[src/rtl/imem_loader_pkg.sv]
// Shared types and constants for the instruction-memory boot loader.
package imem_loader_pkg;

    // Loader FSM states; encoding is fixed so it reads the same in waveforms.
    typedef enum logic [1:0] {
        S_LEN  = 2'd0,
        S_DATA = 2'd1,
        S_DONE = 2'd2,
        S_ERR  = 2'd3
    } state_e;

    // Stream bytes per 32-bit word (length field and instruction words alike).
    localparam int BYTES_PER_WORD = 4;

    // A length is loadable when it is non-zero and fits in the memory.
    function automatic logic len_is_valid(input logic [31:0] len, input int max_words);
        return (len != 32'd0) && (len <= $unsigned(max_words));
    endfunction

endpackage

[src/rtl/imem_loader_byte_assembler.sv]
// Collects four little-endian stream bytes into one 32-bit word and pulses
// word_valid on the handshake that delivers the fourth byte.
module byte_assembler
    import imem_loader_pkg::*;
(
    input  logic        clk,
    input  logic        rst,
    input  logic        clear,
    input  logic        in_fire,
    input  logic [7:0]  in_data,
    output logic [31:0] word,
    output logic        word_valid
);

    localparam logic [1:0] LAST_LANE = 2'(BYTES_PER_WORD - 1);

    // Only lanes 0..2 need storage: lane 3 arrives on the same cycle the word
    // is consumed and is taken straight from in_data.
    logic [1:0]  byte_cnt_q, byte_cnt_d;
    logic [23:0] asm_q, asm_d;

    // Next byte counter and lane write for each accepted byte.
    always_comb begin
        // NOTE: every comb output gets a default first so no path can infer a latch.
        byte_cnt_d = byte_cnt_q;
        asm_d      = asm_q;
        if (clear) begin
            byte_cnt_d = 2'd0;
        end else if (in_fire) begin
            byte_cnt_d = byte_cnt_q + 2'd1;
            case (byte_cnt_q)
                2'd0:    asm_d[7:0]   = in_data;
                2'd1:    asm_d[15:8]  = in_data;
                2'd2:    asm_d[23:16] = in_data;
                default: asm_d        = asm_q;
            endcase
        end
    end

    // Counter and assembly register; reset discards any partial word.
    always_ff @(posedge clk) begin
        // NOTE: sequential state uses non-blocking assignments only.
        if (rst) begin
            byte_cnt_q <= 2'd0;
            // NOTE: the partial word is cleared on reset so no stale lane can survive into a new load.
            asm_q      <= 24'd0;
        end else begin
            byte_cnt_q <= byte_cnt_d;
            asm_q      <= asm_d;
        end
    end

    // Completed word is visible during the fourth-byte handshake.
    always_comb begin
        word       = {in_data, asm_q};
        word_valid = in_fire && (byte_cnt_q == LAST_LANE);
    end

endmodule

[src/rtl/imem_loader.sv]
// Boot-time loader: receives a word count and that many instruction words over
// a byte stream, writes them to sequential instruction-memory addresses and
// releases the core from reset once the whole image is in place.
module imem_loader
    import imem_loader_pkg::*;
#(
    parameter int ADDR_WIDTH = 10
) (
    input  logic                  clk,
    input  logic                  rst,
    input  logic [7:0]            in_data,
    input  logic                  in_valid,
    output logic                  in_ready,
    input  logic                  reload,
    output logic                  imem_we,
    output logic [ADDR_WIDTH-1:0] imem_waddr,
    output logic [31:0]           imem_wdata,
    output logic                  core_rst,
    output logic                  load_done,
    output logic                  load_err,
    output logic [ADDR_WIDTH:0]   words_loaded
);

    localparam int MAX_WORDS = 2 ** ADDR_WIDTH;
    localparam int CW        = ADDR_WIDTH + 1;

    state_e state_q, state_d;

    logic [CW-1:0]         len_q, len_d;
    logic [CW-1:0]         word_idx_q, word_idx_d;
    logic                  we_q, we_d;
    logic [ADDR_WIDTH-1:0] waddr_q, waddr_d;
    logic [31:0]           wdata_q, wdata_d;

    logic        in_fire;
    logic        reload_ok;
    logic        last_word;
    logic [31:0] asm_word;
    logic        asm_valid;

    // Handshake and control qualifiers shared by the FSM and datapath.
    always_comb begin
        in_fire   = in_valid && in_ready;
        reload_ok = reload && ((state_q == S_DONE) || (state_q == S_ERR));
        last_word = (word_idx_q == (len_q - CW'(1)));
    end

    // One assembler serves both the length field and the instruction words.
    byte_assembler u_asm (
        .clk        (clk),
        .rst        (rst),
        .clear      (reload_ok),
        .in_fire    (in_fire),
        .in_data    (in_data),
        .word       (asm_word),
        .word_valid (asm_valid)
    );

    // State register.
    always_ff @(posedge clk) begin
        if (rst) begin
            state_q <= S_LEN;
        end else begin
            state_q <= state_d;
        end
    end

    // Next-state logic.
    always_comb begin
        state_d = state_q;
        case (state_q)
            S_LEN: begin
                if (asm_valid) begin
                    state_d = len_is_valid(asm_word, MAX_WORDS) ? S_DATA : S_ERR;
                end
            end
            S_DATA: begin
                if (asm_valid && last_word) begin
                    state_d = S_DONE;
                end
            end
            S_DONE, S_ERR: begin
                if (reload_ok) begin
                    state_d = S_LEN;
                end
            end
            default: state_d = S_LEN;
        endcase
    end

    // FSM outputs: the core stays in reset until a complete load.
    always_comb begin
        in_ready     = ((state_q == S_LEN) || (state_q == S_DATA)) && !rst;
        core_rst     = (state_q != S_DONE);
        load_done    = (state_q == S_DONE);
        load_err     = (state_q == S_ERR);
        words_loaded = word_idx_q;
    end

    // Length capture, word index and write-port staging.
    always_comb begin
        len_d      = len_q;
        word_idx_d = word_idx_q;
        we_d       = 1'b0;
        waddr_d    = waddr_q;
        wdata_d    = wdata_q;
        case (state_q)
            S_LEN: begin
                if (asm_valid) begin
                    len_d      = asm_word[CW-1:0];
                    word_idx_d = '0;
                end
            end
            S_DATA: begin
                // The write port is its own register, so the assembler is
                // free to take the next byte on the very next cycle.
                if (asm_valid) begin
                    we_d       = 1'b1;
                    waddr_d    = word_idx_q[ADDR_WIDTH-1:0];
                    wdata_d    = asm_word;
                    word_idx_d = word_idx_q + CW'(1);
                end
            end
            default: begin
                if (reload_ok) begin
                    len_d      = '0;
                    word_idx_d = '0;
                end
            end
        endcase
    end

    // Datapath registers; reset also cancels a write staged on the same edge.
    always_ff @(posedge clk) begin
        if (rst) begin
            len_q      <= '0;
            word_idx_q <= '0;
            we_q       <= 1'b0;
            waddr_q    <= '0;
            wdata_q    <= '0;
        end else begin
            len_q      <= len_d;
            word_idx_q <= word_idx_d;
            we_q       <= we_d;
            waddr_q    <= waddr_d;
            wdata_q    <= wdata_d;
        end
    end

    // Write port drive.
    always_comb begin
        imem_we    = we_q;
        imem_waddr = waddr_q;
        imem_wdata = wdata_q;
    end

endmodule

[config.mk]
export PLATFORM = sky130hd
export DESIGN_NAME = imem_loader
export DESIGN_NICKNAME = d
export VERILOG_FILES = /design/src/rtl/imem_loader_pkg.sv /design/src/rtl/imem_loader_byte_assembler.sv /design/src/rtl/imem_loader.sv
export SDC_FILE = /design/constraint.sdc
export NUM_CORES = 1
export LEC_CHECK = 0
export CORE_ASPECT_RATIO = 1.5
export CORE_MARGIN = 2
export CORE_UTILIZATION = 45
export CTS_BUF_LIST = sky130_fd_sc_hd__clkbuf_8
export DETAILED_ROUTE_END_ITERATION = 16
export PLACE_DENSITY = 0.74
export SLEW_MARGIN = 10
export SYNTH_ARGS = -nofsm -noshare
export SYNTH_HDL_FRONTEND = slang
export SYNTH_HIERARCHICAL = 1
export SYNTH_SLANG_ARGS = --single-unit
[constraint.sdc]
create_clock -name clk -period 2.75 [get_ports clk]
set_input_delay 0.825 -clock clk [delete_from_list [all_inputs] [get_ports clk]]
set_output_delay 0.825 -clock clk [all_outputs]
set_load 0.01 [all_outputs]
==> metrics.cfg <==
[yosys]
synth_simple_gate_area_frac = 0.2508
synthFlopType = dfxtp_1
synthArstFlopShare = 0
syn_area_per_cell_um2 = 8.732
yosysUniqueCellTypes = 49
yosys-mux-area-fraction = 0.06399
syn-num-nets = 486
synth_xor_area_frac = 0.04501
synth_fa_ha_area_frac = 0.01837
synth_compound_area_frac = 0.1136
yosys_warnings = 6
synth-edff-count = 0
synth_top_family_by_area = simple AND/OR/NAND/NOR gates
syn_inst = 468
yosysSeqAreaShare = 0.4556
ys_ff_latch = 93
synthesis.area_mm2 = 0.004086

[job]
max_cap_viol_count = 0

[worst_hold_path]
min_path_type = reg -> reg

[route]
route.detailed.drc = 0
ant_nets = 0
wl_um = 10240
via_per_inst = 5.407
first_pass_iters = 4
post_drt_wl_per_cell_um = 15.93
drt_iter0_markers = 153
vias = 3477

[cells_and_area]
mostFrequentLayoutCell = nand2_1
final_cells = 643
diodes = 0
mostFrequentLayoutCells = 94 x nand2_1, 93 x dfxtp_1, 68 x clkdlybuf4s50_1
fill_cells = 832
drive_gt1_frac = 0.08630
fin_nets = 546
syn_to_final_growth_pct = 24.46

[timing]
setup_viol = 0
worst_slew_pin_slew_ns = 0.7442
finalCriticalPeriod_ns = 2.492
max_freq_ghz = 0.4013
fin_crit_sh = 0.9061
finalMaxSlewViolations = 0
setup_tns_ns = 0
worst_hold_slack_ns = 0.4589
hold_viol = 0
fin_skew_ns = 0.008238
rsz0062_at_grt = false
maxSlewHeadroom = 0.5039

[grt]
grt_max_degree = 84
grt-ovfl-total = 0
grt_antenna_before_repair = 0
grt_pass1_wl_um = 16590
grt_use_total = 0.2193
grt_pass1_vias = 3524

[worst_setup_path]
cp.required_ns = 3.04
crit_path_max_fanout = 3
startpoint_type = input port
critical_path_arrival_ns = 2.78
crit_path_end_kind = flip-flop
critPathKind = in -> reg

[floorplan]
start_util = 0.4629
die_h_um = 120.7
dieArea_mm2 = 0.009875
core_mm2 = 0.008828
chipWidth_um = 81.81
io_pins = 70
rows = 42

[placement]
gp_congestion = 0.8016
dpl.hpwl_um = 7375
dp.cells = 627
io_buffers = 69

[clocking]
clk_latency_ns = 0.37
postCtsSetupRepairBufs = 0
cts_sinks = 93
path_clk_slew_ns = 0.09
numCtsBuffers = 9
cts_resized = 0
cts_max_level = 3
cts_max_path_buffers = 2
cts_tree = built
root_buffer = clkbuf_8
holdBufCountCts = 0

[power_and_ir_drop]
powerDensity_mw_per_mm2 = 492.4
irDropWorstVdd_mv = 0.2797
total_power_mw = 2.505
leakagePower_nw = 1.874

[status]
status = complete, no violations

state kept, by name, summed over array words and instances, names as in the netlist:
register	cells
imem_wdata	32
u_asm/asm_q	24
len_q	11
words_loaded	11
imem_waddr	10
state_q	2
u_asm/byte_cnt_q	2
imem_we	1
worst paths after layout:
| path | start | endpoint | slack, ns | cells past startpoint |
|---|---|---|---|---|
| max | in_valid | state_q[1]$_SDFFE_PP0P_ | 0.26 | 8 |
| min reg2reg | imem_wdata[30]$_SDFFE_PP0P_ | imem_wdata[30]$_SDFFE_PP0P_ | 0.46 | 2 |
| min | imem_wdata[30]$_SDFFE_PP0P_ | imem_wdata[30]$_SDFFE_PP0P_ | 0.46 | 2 |
| max reg2reg | len_q[0]$_SDFFE_PP0P_ | state_q[1]$_SDFFE_PP0P_ | 0.30 | 8 |
power breakdown:
group / internal [mW] / leakage [nW] / total, mW / switching [mW]
clock network: 0.498 / 0.105 / 1.00 / 0.502
registers: 1.36 / 0.750 / 1.38 / 0.0174
logic: 0.0621 / 1.02 / 0.128 / 0.0662
total: 1.92 / 1.87 / 2.50 / 0.586
through the flow:
stage	instance area [um2]	utilization	setup WS, ns
floorplan	4109	-	0.008664
global placement	4867	0.5513	-0.09858
detailed placement	4867	0.5513	-0.1367
CTS	5086	0.5761	0.2410
global route	5086	0.5761	0.1690
finish	5086	0.5761	0.2582
layout make-up:
cell class / instances / area (um2) / area share
timing repair buffer: 83 / 815.8 / 0.1604
tap: 110 / 137.6 / 0.02706
multi-input combinational: 333 / 2022 / 0.3975
clock buffer: 12 / 165.2 / 0.03247
inverter: 8 / 30.03 / 0.005904
sequential: 93 / 1862 / 0.3661
clock inverter: 4 / 53.80 / 0.01058
Yosys cell counts, drive strengths merged, types with 9 or more instances:
| cell type | number | area, um2 |
|---|---|---|
| a21oi | 46 | 230.2 |
| a22o | 9 | 78.83 |
| buf | 12 | 101.3 |
| clkbuf | 22 | 83.83 |
| dfxtp | 93 | 1862 |
| mux2i | 25 | 250.2 |
| nand2 | 95 | 359.1 |
| nand2b | 34 | 212.7 |
| nor2 | 25 | 93.84 |
| nor4 | 10 | 62.56 |
| xnor2 | 10 | 87.58 |
| xor2 | 11 | 96.34 |
worst max-delay path, stage by stage:
cell and delay (ns):
clkdlybuf4s50_1 0.47, and2_4 0.14, and2_4 0.14, nand3_1 0.06, or4b_1 0.48, a311oi_2 0.31, nand2_2 0.09, a221oi_2 0.28
logic make-up (layout without fill, tap and decap cells):
group	after synthesis	count (layout)
and+or+nand+nor	207	207
xor gates and xnor gates	21	21
DFF	93	93
AOI/OAI and AO/OA	73	73
adders and majority gates	6	6
muxes	26	26
buffers and inverters	42	107
metal layers:
| layer | up-vias | GRT usage | share of wire |
|---|---|---|---|
| met2 | 91 | 0.4080 | 0.55 |
| met4 | 0 | 0.1073 | 0.031 |
| li1 | 1696 | - | - |
| met5 | - | 0 | 0 |
| met3 | 25 | 0.03209 | 0.034 |
| met1 | 1665 | 0.2308 | 0.39 |
Power figures use the tool's default switching activity.
==> RTL edit 1, RTL diff (same settings) <==
`ADDR_WIDTH`: 10 -> 11.
--- a/src/rtl/imem_loader.sv
+++ b/src/rtl/imem_loader.sv
@@ -5,5 +5,5 @@
     import imem_loader_pkg::*;
 #(
-    parameter int ADDR_WIDTH = 10
+    parameter int ADDR_WIDTH = 11
 ) (
     input  logic                  clk,
Interface: changed (resized imem_waddr and words_loaded); port bits go from 70 to 72. No check against the original RTL was run, so the function may have changed too.
==> RTL edit 1 against the unedited design <==
Power shrank 6.2%; worst setup slack lost 0.029 ns; cell area grew 2.0%; wire length shrank 2.3%; sequential power grew 3%; non-clock buffer count shrank 4; clock skew grew 0.0038 ns; synthesized area grew 5.0%; count of clock-buffer cells in the layout shrank 2; die area grew 4.8%; sequential cell count grew 3; sequential share of layout area grew 0.44 points.
==> RTL edit 1: results (changes against the unedited design) <==
status: "completed"  # unchanged
finalNetCount: 567  # was 546
place_inst: 650  # was 627
p_switching_mw: 0.5522  # was 0.5858 mW
grt_usage: 0.2004  # was 0.2193
met1_usage: 0.2183  # was 0.2308
netlist_instances: 497  # was 468
grt_use_met2: 0.3785  # was 0.4080
placed_area_um2: 5015  # was 4867 um2
slowest_stage: "clkdlybuf4s50_1"  # was or4b_1
fin_cells: 665  # was 643
fin_skew_ns: 0.01206  # was 0.008238 ns
finalCritPeriodShare: 0.9167  # was 0.9061
n_fill_cell: 874  # was 832
synth_fa_ha_area_frac: 0.01750  # was 0.01837
wl_met2_mm: 5.311  # was 5.621 mm
timing.rr.end: "state_q[0]$_SDFFE_PP0P_"  # was state_q[1]$_SDFFE_PP0P_
portBuffers: 71  # was 69
grt_use_met3: 0.04042  # was 0.03209
synth.area.top_cells: "dfxtp_1, nand2_1, mux2i_1"  # unchanged
wl_met3_um: 398  # was 352 um
ys_seq_area_frac: 0.4481  # was 0.4556
post-place-ws_ns: 0.007443  # was -0.1367 ns
leakagePower_nw: 1.894  # was 1.874 nW
r2r_slack_ns: 0.28  # was 0.30 ns
vias: 3538  # was 3477
grt_max_degree: 86  # was 84
slowest_delay_ns: 0.59  # was 0.48 ns
synth-xor-area-share: 0.05105  # was 0.04501
startpoint: "rst"  # was in_valid
synth_common_cells: "nand2_1, dfxtp_1, a21oi_1"  # unchanged
path_delay_family: "buffers and inverters"  # was simple AND/OR/NAND/NOR gates
antenna_found_initial: 0  # unchanged
muxShareOfSynthArea: 0.06330  # was 0.06399
layout-drive-gt1-share: 0.06329  # was 0.08630
synth_fp_nets: 515  # was 486
first_iter_violations: 161  # was 153
dr.pass1.iters: 5  # was 4
gp_congestion: 0.8128  # was 0.8016
synth_compound_area_frac: 0.1111  # was 0.1136
worstMarginPinSlew_ns: 0.7424  # was 0.7442 ns
-- RTL edit 1: cell types whose count changed in the layout (fill, tap and decap cells not counted), sizes merged, moves of 4 or more --
| cell | change |
|---|---|
| o21ai | +5 |
| nand2 | +7 |
| nor3 | +4 |
| buf | -6 |
-- RTL edit 1: how the worst min path moves through the flow --
stage	cells after the start	from	slack [ns]	to
2_1_floorplan	2	u_asm/asm_q[14]$_SDFFE_PP0P_	0.44	imem_wdata[14]$_SDFFE_PP0P_
3_3_place_gp	2	imem_waddr[8]$_SDFFE_PP0P_	0.44	imem_waddr[8]$_SDFFE_PP0P_
3_5_place_dp	2	imem_waddr[4]$_SDFFE_PP0P_	0.45	imem_waddr[4]$_SDFFE_PP0P_
4_1_cts	2	imem_waddr[4]$_SDFFE_PP0P_	0.46	imem_waddr[4]$_SDFFE_PP0P_
5_1_grt	2	imem_waddr[0]$_SDFFE_PP0P_	0.48	imem_waddr[0]$_SDFFE_PP0P_
6_report	2	imem_wdata[31]$_SDFFE_PP0P_	0.46	imem_wdata[31]$_SDFFE_PP0P_
-- RTL edit 1: cell type report --
cell class | instances | share of cell area
timing repair buffer | 79 | 0.1524
multi-input combinational | 356 | 0.4117
tap | 112 | 0.02701
clock buffer | 10 | 0.02653
clock inverter | 5 | 0.006753
sequential | 96 | 0.3705
inverter | 7 | 0.005065
-- RTL edit 1: power groups by stage --
stage          Sequential (mW)  Clock [mW]  Combinational, mW
2_1_floorplan             1.44           0             0.0840
3_3_place_gp              1.45           0              0.108
3_5_place_dp              1.45           0              0.109
4_1_cts                   1.42       0.848              0.110
5_1_grt                   1.42       0.898              0.119
6_report                  1.42       0.824              0.109
==> RTL edit 2, RTL diff (same settings) <==
Made on the original files. Take the reset off `waddr_q` and load it in a clocked block of its own.
--- a/src/rtl/imem_loader.sv
+++ b/src/rtl/imem_loader.sv
@@ -137,5 +137,4 @@
             word_idx_q <= '0;
             we_q       <= 1'b0;
-            waddr_q    <= '0;
             wdata_q    <= '0;
         end else begin
@@ -143,7 +142,10 @@
             word_idx_q <= word_idx_d;
             we_q       <= we_d;
-            waddr_q    <= waddr_d;
             wdata_q    <= wdata_d;
         end
+    end
+
+    always_ff @(posedge clk) begin
+        waddr_q <= waddr_d;
     end
 
Function: same outputs for any inputs over 10 cycles, from zero or initial values and one cycle with rst high; that may be too few to reach the edited logic, so the function may still have changed.
==> RTL edit 2 against the unedited design <==
Core utilization fell by 0.77 points; final cell count fell by 5.6%; worst setup slack improved by 0.010 ns; critical path depth did not move; synthesized area fell by 2.0%; sequential cell count did not move; power fell by 2.5%; combinational power fell by 16%; cell area fell by 2.5%; synthesized cell count fell by 7.7%; wire length fell by 12%; first-iteration DRC count rose by 20%; highest routed layer unchanged.
==> RTL edit 2: results (changes against the unedited design) <==
dp_hpwl_mm: 6.517  # was 7.375 mm
buffers: 79  # was 83
p_comb_mw: 0.108  # was 0.128 mW
seq_cells: 93  # unchanged
synth_compound_area_frac: 0.1059  # was 0.1136
worstPathArrival_ns: 2.70  # was 2.78 ns
slowest_stage: "or4b_4"  # was or4b_1
synth.area.top_cells: "dfxtp_1, edfxtp_1, nand2_1"  # was dfxtp_1, nand2_1, mux2i_1
slowest_delay_ns: 0.52  # was 0.48 ns
worstMarginPinSlew_ns: 0.6634  # was 0.7442 ns
place_inst: 591  # was 627
synth_fp_nets: 450  # was 486
ys_seq_area_frac: 0.4897  # was 0.4556
netlist_instances: 432  # was 468
min_to: "imem_wdata[10]$_SDFFE_PP0P_"  # was imem_wdata[30]$_SDFFE_PP0P_
wl_mm: 8.979  # was 10.24 mm
area_growth_pct: 23.77  # was 24.46%
first_iter_violations: 183  # was 153
finalCritPeriodShare: 0.9024  # was 0.9061
layout-drive-gt1-share: 0.06841  # was 0.08630
power.total_mw: 2.441  # was 2.505 mW
grt_max_degree: 75  # was 84
worstHoldStart: "imem_wdata[10]$_SDFFE_PP0P_"  # was imem_wdata[30]$_SDFFE_PP0P_
non_clock_buffer_area_share: 0.1559  # was 0.1604
multi_input_gates: 302  # was 333
ys_types: 45  # was 49
p_switching_mw: 0.5241  # was 0.5858 mW
grt_pass1_vias: 3203  # was 3524
gp_congestion: 0.8189  # was 0.8016
finalNetCount: 510  # was 546
path_class: "reg -> reg"  # was in -> reg
synth_common_cells: "dfxtp_1, nand2_1, a21oi_1"  # was nand2_1, dfxtp_1, a21oi_1
grt_usage: 0.1998  # was 0.2193
fin_cells: 607  # was 643
synth_fa_ha_area_frac: 0.01874  # was 0.01837
clock_cell_area_share: 0.04239  # was 0.04305
post-place-ws_ns: -0.01829  # was -0.1367 ns
multi_input_area_share: 0.3729  # was 0.3975
startpoint: "len_q[0]$_SDFFE_PP0P_"  # was in_valid
r2r_slack_ns: 0.27  # was 0.30 ns
grt_pass1_wl_mm: 14.90  # was 16.59 mm
status: "completed"  # unchanged
inverters: 7  # was 8
placed_area_um2: 4748  # was 4867 um2
synth_edf_count: 10  # was 0
synth-xor-area-share: 0.05028  # was 0.04501
muxShareOfSynthArea: 0.06527  # was 0.06399
fin_skew_ns: 0.009305  # was 0.008238 ns
leakagePower_nw: 1.887  # was 1.874 nW
timing.rr.end: "state_q[0]$_SDFFE_PP0P_"  # was state_q[1]$_SDFFE_PP0P_
fin_hold_ws_ns: 0.4583  # was 0.4589 ns
stdcell_area_um2: 4959  # was 5086 um2
-- RTL edit 2: cell types whose count changed in the layout (fill, tap and decap cells not counted), sizes merged, moves of 4 or more --
cell,before,now
a21oi,46,39
buf,15,11
clkinv,0,4
dfxtp,93,83
edfxtp,0,10
nand2,95,75
xor2,11,16
-- RTL edit 2: worst max-delay path: cells and delay by family, from the launching register on --
kind            cells  cell delay, ns
simple gates        2            1.02
buf+inv             1            0.09
fa+ha+maj           1            0.25
compound gates      4            0.61
flops               1            0.37
-- RTL edit 2: routing by layer --
| metal | global-route usage | vias to the layer above | part of all wire |
|---|---|---|---|
| met1 | 0.2208 | 1507 | 0.40 |
| met3 | 0.04361 | 25 | 0.041 |
| met5 | 0 | - | 0 |
| met4 | 0.1112 | 0 | 0.031 |
| li1 | - | 1577 | - |
| met2 | 0.3456 | 100 | 0.53 |
